===== config.mk =====
export PLATFORM = sky130hd
export DESIGN_NAME = multicycle_ctrl
export DESIGN_NICKNAME = d
export VERILOG_FILES = /design/src/rtl/multicycle_ctrl.sv
export SDC_FILE = /design/constraint.sdc
export NUM_CORES = 1
export LEC_CHECK = 0
export CAP_MARGIN = 20
export CORE_ASPECT_RATIO = 0.6
export CORE_MARGIN = 3
export CORE_UTILIZATION = 40
export CTS_CLUSTER_SIZE = 24
export DETAILED_ROUTE_END_ITERATION = 6
export HOLD_SLACK_MARGIN = 0.15
export PLACE_DENSITY_LB_ADDON = 0.12
export SYNTH_ARGS = -nofsm -noshare
export SYNTH_HDL_FRONTEND = slang
export SYNTH_SLANG_ARGS = --single-unit

===== constraint.sdc =====
create_clock -name clk -period 3.4 [get_ports clk]
set_input_delay 0.51 -clock clk [delete_from_list [all_inputs] [get_ports clk]]
set_output_delay 0.51 -clock clk [all_outputs]
set_load 0.1 [all_outputs]

===== src/rtl/multicycle_ctrl.sv =====
// rtl/multicycle_ctrl.sv - main control FSM of the multicycle RV64I core
// Optional illegal-opcode trap: define MULTICYCLE_ILLEGAL_TRAP_EN.
module multicycle_ctrl #(
  parameter int          CNT_W       = 32,
  parameter logic [63:0] TRAP_VECTOR = 64'h0000_0000_0000_0100
) (
  input  logic             clk,
  input  logic             rst_n,
  input  logic [31:0]      instr,
  input  logic             mem_ready,
  input  logic             branch_taken,
  output logic             ir_we,
  output logic             pc_we,
  output logic [1:0]       pc_src,
  output logic             mem_req,
  output logic             mem_we,
  output logic             addr_src,
  output logic             mdr_we,
  output logic             reg_we,
  output logic [1:0]       wb_src,
  output logic             alu_src_b,
  output logic [1:0]       alu_op,
  output logic             is_load,
  output logic             is_store,
  output logic             is_branch,
  output logic             is_jump,
  output logic             illegal,
  output logic [CNT_W-1:0] instret
);

  typedef enum logic [2:0] {
    CLS_NONE, CLS_LOAD, CLS_STORE, CLS_BRANCH, CLS_JALR, CLS_OP, CLS_OPIMM, CLS_ILLEGAL
  } cls_e;

  typedef enum logic [3:0] {
    S_FETCH, S_DECODE, S_MEMADDR, S_MEMREAD, S_MEMWB, S_MEMWRITE,
    S_EXEC, S_ALUWB, S_BRANCH, S_JALR
`ifdef MULTICYCLE_ILLEGAL_TRAP_EN
    , S_TRAP
`endif
  } state_e;

  // The trap target is applied by the PC mux; the PC is 4-byte aligned.
  if (TRAP_VECTOR[1:0] != 2'b00) begin : g_bad_trap_vector
    $error("TRAP_VECTOR must be 4-byte aligned");
  end

  function automatic cls_e classify(input logic [6:0] op);
    case (op)
      7'b0000011: classify = CLS_LOAD;
      7'b0100011: classify = CLS_STORE;
      7'b1100011: classify = CLS_BRANCH;
      7'b1100111: classify = CLS_JALR;
      7'b0110011: classify = CLS_OP;
      7'b0010011: classify = CLS_OPIMM;
      default:    classify = CLS_ILLEGAL;
    endcase
  endfunction

  state_e           state_q, state_d;
  cls_e             cls_q, cls_d, dec_cls, sel_cls;
  logic [CNT_W-1:0] instret_q, instret_d;
  logic             unused_instr_bits;

  assign unused_instr_bits = ^instr[31:7];
  assign dec_cls = classify(instr[6:0]);
  assign instret = instret_q;

  always_comb begin
    state_d   = state_q;
    cls_d     = cls_q;
    instret_d = instret_q;
    ir_we     = 1'b0;
    pc_we     = 1'b0;
    pc_src    = 2'd0;
    mem_req   = 1'b0;
    mem_we    = 1'b0;
    addr_src  = 1'b0;
    mdr_we    = 1'b0;
    reg_we    = 1'b0;
    wb_src    = 2'd0;
    alu_src_b = 1'b0;
    alu_op    = 2'd0;
    illegal   = 1'b0;
    case (state_q)
      S_FETCH: begin
        mem_req = 1'b1;
        if (mem_ready) begin
          ir_we   = 1'b1;
          pc_we   = 1'b1;
          state_d = S_DECODE;
        end
      end
      S_DECODE: begin
        cls_d = dec_cls;
        case (dec_cls)
          CLS_LOAD, CLS_STORE: state_d = S_MEMADDR;
          CLS_OP, CLS_OPIMM:   state_d = S_EXEC;
          CLS_BRANCH:          state_d = S_BRANCH;
          CLS_JALR:            state_d = S_JALR;
`ifdef MULTICYCLE_ILLEGAL_TRAP_EN
          default:             state_d = S_TRAP;
`else
          default:             state_d = S_FETCH;
`endif
        endcase
      end
      S_MEMADDR: begin
        alu_src_b = 1'b1;
        state_d   = (cls_q == CLS_LOAD) ? S_MEMREAD : S_MEMWRITE;
      end
      S_MEMREAD: begin
        mem_req  = 1'b1;
        addr_src = 1'b1;
        if (mem_ready) begin
          mdr_we  = 1'b1;
          state_d = S_MEMWB;
        end
      end
      S_MEMWB: begin
        reg_we    = 1'b1;
        wb_src    = 2'd1;
        instret_d = instret_q + CNT_W'(1);
        state_d   = S_FETCH;
      end
      S_MEMWRITE: begin
        mem_req  = 1'b1;
        mem_we   = 1'b1;
        addr_src = 1'b1;
        if (mem_ready) begin
          instret_d = instret_q + CNT_W'(1);
          state_d   = S_FETCH;
        end
      end
      S_EXEC: begin
        alu_op    = 2'd2;
        alu_src_b = (cls_q == CLS_OPIMM);
        state_d   = S_ALUWB;
      end
      S_ALUWB: begin
        reg_we    = 1'b1;
        instret_d = instret_q + CNT_W'(1);
        state_d   = S_FETCH;
      end
      S_BRANCH: begin
        alu_op    = 2'd1;
        pc_we     = branch_taken;
        pc_src    = 2'd1;
        instret_d = instret_q + CNT_W'(1);
        state_d   = S_FETCH;
      end
      S_JALR: begin
        alu_src_b = 1'b1;
        reg_we    = 1'b1;
        wb_src    = 2'd2;
        pc_we     = 1'b1;
        pc_src    = 2'd1;
        instret_d = instret_q + CNT_W'(1);
        state_d   = S_FETCH;
      end
`ifdef MULTICYCLE_ILLEGAL_TRAP_EN
      S_TRAP: begin
        illegal = 1'b1;
        pc_we   = 1'b1;
        pc_src  = 2'd2;
        state_d = S_FETCH;
      end
`endif
      default: state_d = S_FETCH;
    endcase
  end

  // Immediate type follows instr live in DECODE, then the latched class.
  always_comb begin
    sel_cls = cls_q;
    if (state_q == S_FETCH) sel_cls = CLS_NONE;
    else if (state_q == S_DECODE) sel_cls = dec_cls;
    is_load   = (sel_cls == CLS_LOAD) || (sel_cls == CLS_OPIMM);
    is_store  = (sel_cls == CLS_STORE);
    is_branch = (sel_cls == CLS_BRANCH);
    is_jump   = (sel_cls == CLS_JALR);
  end

  always_ff @(posedge clk or negedge rst_n) begin
    if (!rst_n) begin
      state_q   <= S_FETCH;
      cls_q     <= CLS_NONE;
      instret_q <= '0;
    end else begin
      state_q   <= state_d;
      cls_q     <= cls_d;
      instret_q <= instret_d;
    end
  end

endmodule


==> results of run 1 <==
[through the flow]
stage / setup slack, ns / hold slack [ns] / cells
2_1_floorplan: -0.3302 / 0.2144 / 242
3_3_place_gp: 0.3671 / 0.4775 / 374
3_5_place_dp: 0.3447 / 0.4839 / 374
4_1_cts: 0.3159 / 0.3603 / 382
5_1_grt: 0.1546 / 0.4030 / 382
6_report: 0.2710 / 0.3311 / 382
[kinds of logic after synthesis]
kind of cell,after synthesis,synth area share [%]
AO/OA/AOI/OAI,30,10.18
XOR/XNOR,33,12.38
adder cells (fa/ha/maj),5,2.680
buffers and inverters,21,4.876
flip-flops,39,41.80
multiplexers,5,2.251
other,1,0.1606
AND/OR/NAND/NOR,107,25.67
[layout by cell type, fill, tap and decap left out, drive strengths merged, types with 2 or more instances in the layout]
| cell type | instances |
|---|---|
| dfrtp | 39 |
| nor4b | 2 |
| or2 | 2 |
| clkdlybuf4s50 | 41 |
| conb | 2 |
| nand2b | 7 |
| nand4b | 2 |
| and4 | 3 |
| a31oi | 6 |
| inv | 12 |
| clkbuf | 6 |
| buf | 24 |
| a211oi | 2 |
| o21ai | 8 |
| nand2 | 20 |
| mux2 | 2 |
| nand3 | 12 |
| xnor2 | 24 |
| xor2 | 9 |
| nor3 | 10 |
| nand3b | 2 |
| mux2i | 3 |
| nand4 | 12 |
| and3 | 4 |
| nor2 | 20 |
| ha | 5 |
| nor4 | 4 |
| a21oi | 7 |
| nor3b | 2 |
[sequential cells by signal (all words and copies together) (netlist names)]
signal,flops
cls_q,3
instret,32
state_q,4
[path summary, 6_finish.rpt]
kind,startpoint,to,slack [ns],cells after the start
max in group asynchronous,rst_n,instret[17],2.54,1
min reg2reg,instret[28],instret[28],0.50,1
max,instr[5],is_load,0.27,7
max reg2reg,state_q[2],instret[31],1.30,5
min,rst_n,state_q[3],0.33,1
min in group clk,instret[28],instret[28],0.50,1
[worst reg2reg max path: cells and delay by family, from the launching register on]
| kind | cells | cell delay [ns] |
|---|---|---|
| xor+xnor | 1 | 0.16 |
| flops | 1 | 0.64 |
| simple gates | 2 | 0.43 |
| compound gates | 2 | 0.75 |
[power breakdown]
group / switching [mW] / internal, mW / total (mW) / leakage [nW]
Clock: 0.166 / 0.241 / 0.407 / 0.0618
Combinational: 0.557 / 0.221 / 0.779 / 0.735
Sequential: 0.0536 / 0.498 / 0.552 / 0.514
[per-layer routing]
layer	vias to the layer above	routed length (um)	global-route usage, %
met1	961	3203	28.79
li1	970	-	-
met2	58	2265	22.75
met3	2	360	4.514
met4	0	13	2.619
met5	-	0	0
[final cells by class]
| class | instances | share of cell area, % |
|---|---|---|
| Inverter | 11 | 1.312 |
| Clock buffer | 6 | 2.624 |
| Multi-Input combinational cell | 182 | 40.48 |
| Tap cell | 77 | 3.062 |
| Timing Repair Buffer | 65 | 20.28 |
| Sequential cell | 39 | 31.01 |
| Clock inverter | 2 | 1.233 |
==> results.md, run 1 <==
- Placer congestion estimate: 0.8408
- Max clock buf depth: 2
- Area contributors post-synth: dfrtp_1 42%, xnor2_1 9.0%, xor2_1 3.4%
- CTS buffer count: 5
- Required @ worst endpoint: 2.89 ns
- Critical Path Fanout Max: 3
- IO Pins: 87
- List of most frequent post-synthesis cells: 39 x dfrtp_1, 24 x xnor2_1, 20 x nand2_1, 20 x nor2_1
- Asr flop ratio synth: 100.0%
- CTS root buf: clkbuf_8
- Final hold violations: 0
- Ys Warns: 0
- Buf/Inv on CP: 2
- Critical Path Start Type: primary input
- Area of the core: 0.005330 mm^2
- Overall Power: roughly 1.7 mW
- Crit path kind: primary input to primary output
- Slowest CP cell: clkdlybuf4s50_1
- RSZ-0062 raised after global routing: no
- Starting Density: between 40% and 50%
- Post-synth top area share: 41.80%
- # setup viols final: 0
- Min cycle time layout: between 3 and 4 ns
- Mean Syn Cell Area: 9.688 um^2
- Drt total wl: 5843 um
- Crit. End Element: primary output
- Crit path cell chain: clkdlybuf4s50_1 > xnor2_1 > o311ai_0 > nand2_1 > or3b_1 > a21oi_2 > buf_12
- Final Core Density: 59.04%
- WL per Instance: 15.30 um
- Synth Flop Type: dfrtp_1
- Initial antenna violation count: 0
- Sequential fraction of the synthesis area: a little over two fifths
- Quantity of hold-fixing buffers added after cts: 0
- Register area: about 980 um^2
- GR Overflow Total: 0
- Worst-case clock skew: 0.009145 ns
- CP max stage delay: 0.53 ns
- Via count: around 2000
- Clock latency on the worst-skew pair: 0.29 ns
- Crit share post-route: 92.03%
- Area growth, synth to finish: 34.78%
- # port buffers: 59
- DR pass1 iterations: 5
- Footprint of the multi-input gates: 0.001274 mm^2
- Pwr per Cell Area: between 500 and 600 mW/mm^2
- Initial DRC count: 103
- Crit path max-delay family: buffers and inverters
- H-tree depth: 2
- Cells after Synth: 241
- Worst min path class: primary input to async pin
- #FFs+latches synth: 39
- EDFF count, synth: 0
- Final Instance Area: 0.003147 mm^2
- First-pass GRT wire length: 9515 um
- CP arrival: 2.62 ns
- ANT nets after route: 0
- Most instantiated library cell after synthesis: dfrtp_1
- Share of layout cells above drive strength 1: roughly 16%
- Slew headroom: 34.51%
- Final net count: 345
- Worst-path clk slew: 0.08 ns
- Chip Height: approximately 65 um
- Lkg Pwr: 1.311 nW
- Final setup TNS: 0 ns
- CTS tree: yes
- Fmax: 319.6 MHz
- Fillers: 474
- Die footprint: between 0.006 and 0.007 mm^2
- Largest net degree at the start of global routing: 40
- DRC viols: 0
- Status: finished clean
- Sink Count: 39
- Placed cell area: 0.003025 mm^2
- Vias in the first global route: 1828
- N_diodes: 0
- VDD IR max: roughly 570 uV
- Max-slew violation total from the final report: 0
- Netlist Area Pre-Place: 0.002335 mm^2
- Total GRT Usage: 17.55%
- Post-CTS Setup Bufs: 0
- Max_cap viols: 0
- Die width: 104.6 um
- Dominant cell type by area after synthesis: dfrtp_1
- Slew @ Worst Pin: between 0.9 and 1 ns
- Dpl hpwl: 4393 um
- Vias per std cell: 5.212
- Cts repair resizes: 0
- Yosys cell types: 49
- # rows: 20
(Power assumes the default switching activity.)
==> run 2, diff against run 1 <==
Settings changed: CORE_ASPECT_RATIO 0.6 to 1.4, SLEW_MARGIN set to 40.
Clock period 3.4 ns to 3.1 ns, I/O delays scaled along.
==> run 2 against run 1 <==
  * Combinational power up 16%
  * Global-route usage fell by 0.35 points
  * Sequential power grew 8.3%
  * Critical path depth decreased by 1
  * Clock power shrank 18%
  * First-iteration DRC count fell by 2.9%
  * Final cell count is 1.6% lower
  * Largest power group unchanged
  * Highest routed layer unchanged
==> results.md, run 2 (synthesis gave the netlist of run 1 again) <==
- Status: finished clean
- Initial DRC count: 100 (-2.9%)
- Final setup TNS: 0 ns (unchanged)
- Dpl hpwl: 4329 um (-1.4%)
- Initial antenna violation count: 0 (unchanged)
- Max FFs per register: 32 (unchanged)
- VDD IR max: 318.5 uV (-44%)
- Worst min path class: primary input to async pin
- DR pass1 iterations: 4 (-1)
- Area growth, synth to finish: 32.26%
- Drt total wl: 5723 um (-2.1%)
- Switch Pwr: 0.8541 mW (+10%)
- Worst-case clock skew: 0.009742 ns (+0.0005965 ns)
- Max clock buf depth: 2 (unchanged)
- Die footprint: 0.006803 mm^2 (-0.25%)
- H-tree depth: 2 (unchanged)
- DRC viols: 0 (unchanged)
- GR Overflow Total: 0 (unchanged)
- Clock latency on the worst-skew pair: 0.29 ns (about the same)
- Critical Path Start Type: flop
- Min Hold Slack: 0.1325 ns (-0.1986 ns)
- Crit path kind: flop to primary output
- Crit. End Element: primary output
- Critical Path Fanout Max: 8 (+5)
- IO Pins: 87 (unchanged)
- Slew @ Worst Pin: 0.5312 ns (-0.4481 ns)
- First-pass GRT wire length: 9418 um (-1.0%)
- Max-slew violation total from the final report: 0 (unchanged)
- Area of the core: 0.005565 mm^2 (+4.4%)
- N_diodes: 0 (unchanged)
- Final net count: 348 (+0.87%)
- CTS buffer count: 5 (unchanged)
- Pwr per Cell Area: 593.7 mW/mm^2 (+7.5%)
- Internal power: 0.9792 mW (+1.9%)
- Required @ worst endpoint: 2.63 ns (-0.26 ns)
- # rows: 32 (+60%)
- Total GRT Usage: 17.20% (-0.35 points)
- Lkg Pwr: 1.389 nW (+6.0%)
- Worst r2r path cells: 6 (+1)
- Worst-path clk slew: 0.08 ns (about the same)
- Slew headroom: 64.09% (+30 points)
- Fmax: 334.0 MHz
- Largest net degree at the start of global routing: 40 (unchanged)
- Most used cells in the layout excluding fill and tap cells: 54 x buf_4, 39 x dfrtp_1, 24 x xnor2_1
- Crit share post-route: 96.57%
- RR Endpoint: instret[27]
- Final Instance Area: 0.003088 mm^2 (-1.9%)
- Cts repair resizes: 0 (unchanged)
- Fillers: 524 (+11%)
- Min cycle time layout: 2.994 ns
- Most common cell after layout, fill and taps aside: buf_4
- FF-to-FF Start: state_q[3]
- Placed cell area: 0.003004 mm^2 (-0.70%)
- Via count: 2024 (+1.7%)
- Sink Count: 39 (unchanged)
- Starting Density: 41.95% (-1.9 points)
- Share of layout cells above drive strength 1: 29.22% (+13 points)
- Die width: 70.57 um (-33%)
- CTS root buf: clkbuf_8
- # port buffers: 59 (unchanged)
- WL per Instance: 15.22 um (-0.49%)
- Chip Height: 96.40 um (+48%)
- Vias in the first global route: 2007 (+9.8%)
- CTS tree: yes
- Clock network power share: 18.1% (-5.3 points)
- RSZ-0062 raised after global routing: no
- Placer congestion estimate: 0.8417 (+0.11%)
- Part of the power in registers: 32.6% (+0.8 points)
- Quantity of hold-fixing buffers added after cts: 0 (unchanged)
- Logic gate share of total power: 49.3% (+4.5 points)
- # setup viols final: 0 (unchanged)
- Vias per std cell: 5.383 (+3.3%)
- Max_cap viols: 0 (unchanged)
- Sw frac: 46.59% (+1.9 points)
- Post-CTS Setup Bufs: 0 (unchanged)
- Final hold violations: 0 (unchanged)
- FF-to-FF setup slack: 0.91 ns (-0.39 ns)
- CP arrival: 2.53 ns (-0.09 ns)
- ANT nets after route: 0 (unchanged)
==> run 2: cell count changes in the layout (fill, tap and decap cells not counted), moves of 3 or more <==
| cell | previous run | this run |
|---|---|---|
| nor3_1 | 10 | 7 |
| clkinv_2 | 0 | 3 |
| buf_4 | 19 | 54 |
| nor3_2 | 0 | 3 |
| clkdlybuf4s50_1 | 41 | 9 |
==> run 2: critical path, stage by stage (launching register included) <==
cell and delay, ns:
dfrtp_1 0.50, or4b_4 0.63, a31oi_4 0.22, a21oi_2 0.11
or3b_1 0.40, a21oi_2 0.18, buf_12 0.19
==> run 2: metal layers <==
layer	GRT usage [%]	part of all wire, %	vias up
met1	20.13	40	984
li1	-	-	972
met5	0	0	-
met2	31.25	53	60
met4	5.956	1.2	0
met3	3.623	5.5	8
==> run 2: layout make-up <==
type                    count  area [um^2]  area share (%)
clock buffers               5        68.82           2.229
flip-flops and latches     39        975.9           31.60
clock inverters             3        15.01          0.4862
multi-input cells         182         1306           42.30
repair buffers             68        595.6           19.29
inverters                  11        41.29           1.337
well taps                  68        85.08           2.755
==> run 2: worst max path at each step <==
stage          slack (ns)  depth (start not counted)  startpoint  endpoint
6_report             0.11                          6  state_q[1]   is_load
5_1_grt              0.02                          6  state_q[1]   is_load
4_1_cts              0.09                          6  state_q[1]   is_load
3_5_place_dp         0.22                          8    instr[4]   is_load
3_3_place_gp         0.23                          8    instr[5]   is_load
2_1_floorplan       -0.38                          4  state_q[1]     pc_we
==> run 2: power groups by stage <==
stage               clock [mW]  combinational (mW)  sequential [mW]
floorplan                    0               0.519            0.734
global placement             0               0.903            0.606
detailed placement           0               0.907            0.608
CTS                      0.342               0.910            0.599
global route             0.363               0.946            0.604
finish                   0.332               0.903            0.598
==> run 2: metrics by stage <==
step | setup WS [ns] | power (mW) | utilization, % | instances
after floorplan | -0.3786 | 1.253 | - | 242
after global placement | 0.2257 | 1.509 | 53.93 | 368
after detailed placement | 0.2162 | 1.515 | 53.98 | 368
after CTS | 0.09230 | 1.850 | 55.49 | 376
after global routing | 0.01771 | 1.913 | 55.49 | 376
final | 0.1064 | 1.833 | 55.49 | 376
==> run 3, diff against run 2 <==
Clock period 3.1 ns to 3.8 ns, I/O delays scaled along.
==> run 3 against run 2 <==
  * Clock-buffer cell count up 1
  * Clock skew fell by 0.0011 ns
  * Register-to-register slack improved by 0.74 ns
  * Die area stayed put
==> results.md, run 3 (synthesis gave the netlist of run 1 again) <==
- CTS root buf: clkbuf_8
- Vias per std cell: 5.278 (-2.0%)
- Status: finished clean
- Post-CTS Setup Bufs: 0 (unchanged)
- Critical Path Start Type: flop
- # setup viols final: 0 (unchanged)
- Crit path cell chain: or4b_4 > a31oi_4 > a21oi_2 > or3b_1 > a21oi_2 > buf_12
- Buf/Inv on CP: 1 (unchanged)
- Min Hold Slack: 0.2441 ns (+0.1117 ns)
- N_diodes: 0 (unchanged)
- H-tree depth: 2 (unchanged)
- Starting Density: 41.95% (unchanged)
- # rows: 32 (unchanged)
- Most used cells in the layout excluding fill and tap cells: 39 x dfrtp_1, 32 x buf_2, 24 x xnor2_1
- CTS tree: yes
- Chip Height: 96.40 um (unchanged)
- CP dominant cell by count: a21oi_2
- CP max stage delay: 0.69 ns (+0.06 ns)
- Final hold violations: 0 (unchanged)
- Quantity of hold-fixing buffers added after cts: 0 (unchanged)
- Max-slew violation total from the final report: 0 (unchanged)
- Total GRT Usage: 15.89% (-1.3 points)
- Worst-case clock skew: 0.008601 ns (-0.001141 ns)
- Min cycle time layout: 3.261 ns
- Lkg Pwr: 1.326 nW (-4.6%)
- Crit share post-route: 85.81%
- Crit path kind: flop to primary output
- RR Endpoint: instret[25]
- DRC viols: 0 (unchanged)
- Via count: 1937 (-4.3%)
- Largest net degree at the start of global routing: 40 (unchanged)
- FF-to-FF Start: state_q[2]
- Pwr per Cell Area: 489.4 mW/mm^2 (-18%)
- FF-to-FF setup slack: 1.65 ns (+0.74 ns)
- Worst r2r path cells: 5 (-1)
- Die width: 70.57 um (unchanged)
- Placed cell area: 0.002810 mm^2 (-6.5%)
- Cts repair resizes: 0 (unchanged)
- Initial DRC count: 61 (-39%)
- GRT met1 Usage: 19.95% (-0.18 points)
- GR Overflow Total: 0 (unchanged)
- Final Instance Area: 0.002898 mm^2 (-6.2%)
- Die footprint: 0.006803 mm^2 (unchanged)
- Sink Count: 39 (unchanged)
- Required @ worst endpoint: 3.23 ns (+0.60 ns)
- RSZ-0062 raised after global routing: no
- Met2 Track Usage GR: 26.72% (-4.5 points)
- Final Core Density: 52.07% (-3.4 points)
- Slew headroom: 50.09% (-14 points)
- Worst min path class: primary input to async pin
- First-pass GRT wire length: 8700 um (-7.6%)
- Crit path max-delay family: simple AND/OR/NAND/NOR gates
- VDD IR max: 214.5 uV (-33%)
- GRT busiest layer: met2
- Max_cap viols: 0 (unchanged)
- Max clock buf depth: 2 (unchanged)
- Fmax: 306.7 MHz
- Area of the core: 0.005565 mm^2 (unchanged)
- Share of layout cells above drive strength 1: 25.42% (-3.8 points)
- Met3 Usage GRT: 3.623% (unchanged)
- IO Pins: 87 (unchanged)
- Slew @ Worst Pin: 0.7418 ns (+0.2107 ns)
- CP arrival: 2.69 ns (+0.16 ns)
- Dpl hpwl: 3962 um (-8.5%)
- WL per Instance: 14.52 um (-4.6%)
- Vias in the first global route: 1840 (-8.3%)
- Clock latency on the worst-skew pair: 0.29 ns (about the same)
- Critical Path Fanout Max: 20 (+12)
- Worst-path clk slew: 0.08 ns (about the same)
- # port buffers: 59 (unchanged)
- ANT nets after route: 0 (unchanged)
- Final net count: 340 (-2.3%)
- Placer congestion estimate: 0.7975 (-5.3%)
- Area growth, synth to finish: 24.12%
- CTS buffer count: 5 (unchanged)
- Max FFs per register: 32 (unchanged)
- Drt total wl: 5328 um (-6.9%)
- Crit. End Element: primary output
- DR pass1 iterations: 4 (unchanged)
- Slowest CP cell: or4b_4
- Initial antenna violation count: 0 (unchanged)
- Most common cell after layout, fill and taps aside: dfrtp_1
- Final setup TNS: 0 ns (unchanged)
run 3: cell count changes in the layout (fill, tap and decap cells not counted), moves of 2 or more:
cell / change
nor3_2: -3
buf_2: +32
o21ai_0: +2
clkinv_2: -2
nor3_1: +3
buf_4: -39
o21ai_1: -2
run 3: per-layer routing:
| metal | up-vias | wire (um) |
|---|---|---|
| li1 | 960 | - |
| met1 | 914 | 2368 |
| met2 | 53 | 2557 |
| met3 | 10 | 288 |
| met4 | 0 | 114 |
| met5 | - | 0 |
run 3: cell type report:
class	count	area, um^2
timing repair buffer	60	442.9
tap	68	85.08
fill	551	2668
inverter	11	41.29
clock buffer	6	82.58
multi-input combinational	182	1265
clock inverter	1	5.005
sequential	39	975.9
run 3: how the worst max path moves through the flow:
stage / startpoint / end / slack (ns) / depth (start not counted)
after floorplan: state_q[3] / pc_we / 0.01 / 3
final: state_q[1] / is_load / 0.54 / 6
after detailed placement: instr[4] / is_load / 0.58 / 7
after CTS: state_q[1] / is_load / 0.53 / 6
after global routing: state_q[1] / is_load / 0.40 / 6
after global placement: instr[4] / is_load / 0.59 / 7
run 3: stage by stage:
stage	std cells	power [mW]	setup slack [ns]
2_1_floorplan	242	1.004	0.009828
3_3_place_gp	360	1.154	0.5947
3_5_place_dp	360	1.143	0.5759
4_1_cts	367	1.431	0.5334
5_1_grt	367	1.483	0.4038
6_report	367	1.418	0.5393
run 3: where the power goes:
part           total [mW]  internal (mW)  switching (mW)
combinational       0.644          0.171           0.472
clock               0.287          0.143           0.144
sequential          0.488          0.446          0.0423
total                1.42          0.760           0.659
run 3: worst register-to-register path, cell delays in order (launching register included):
cell	delay, ns
dfrtp_1	0.67
nand2b_1	0.27
a211o_1	0.40
a21oi_4	0.35
nand4_1	0.19
xnor2_1	0.16
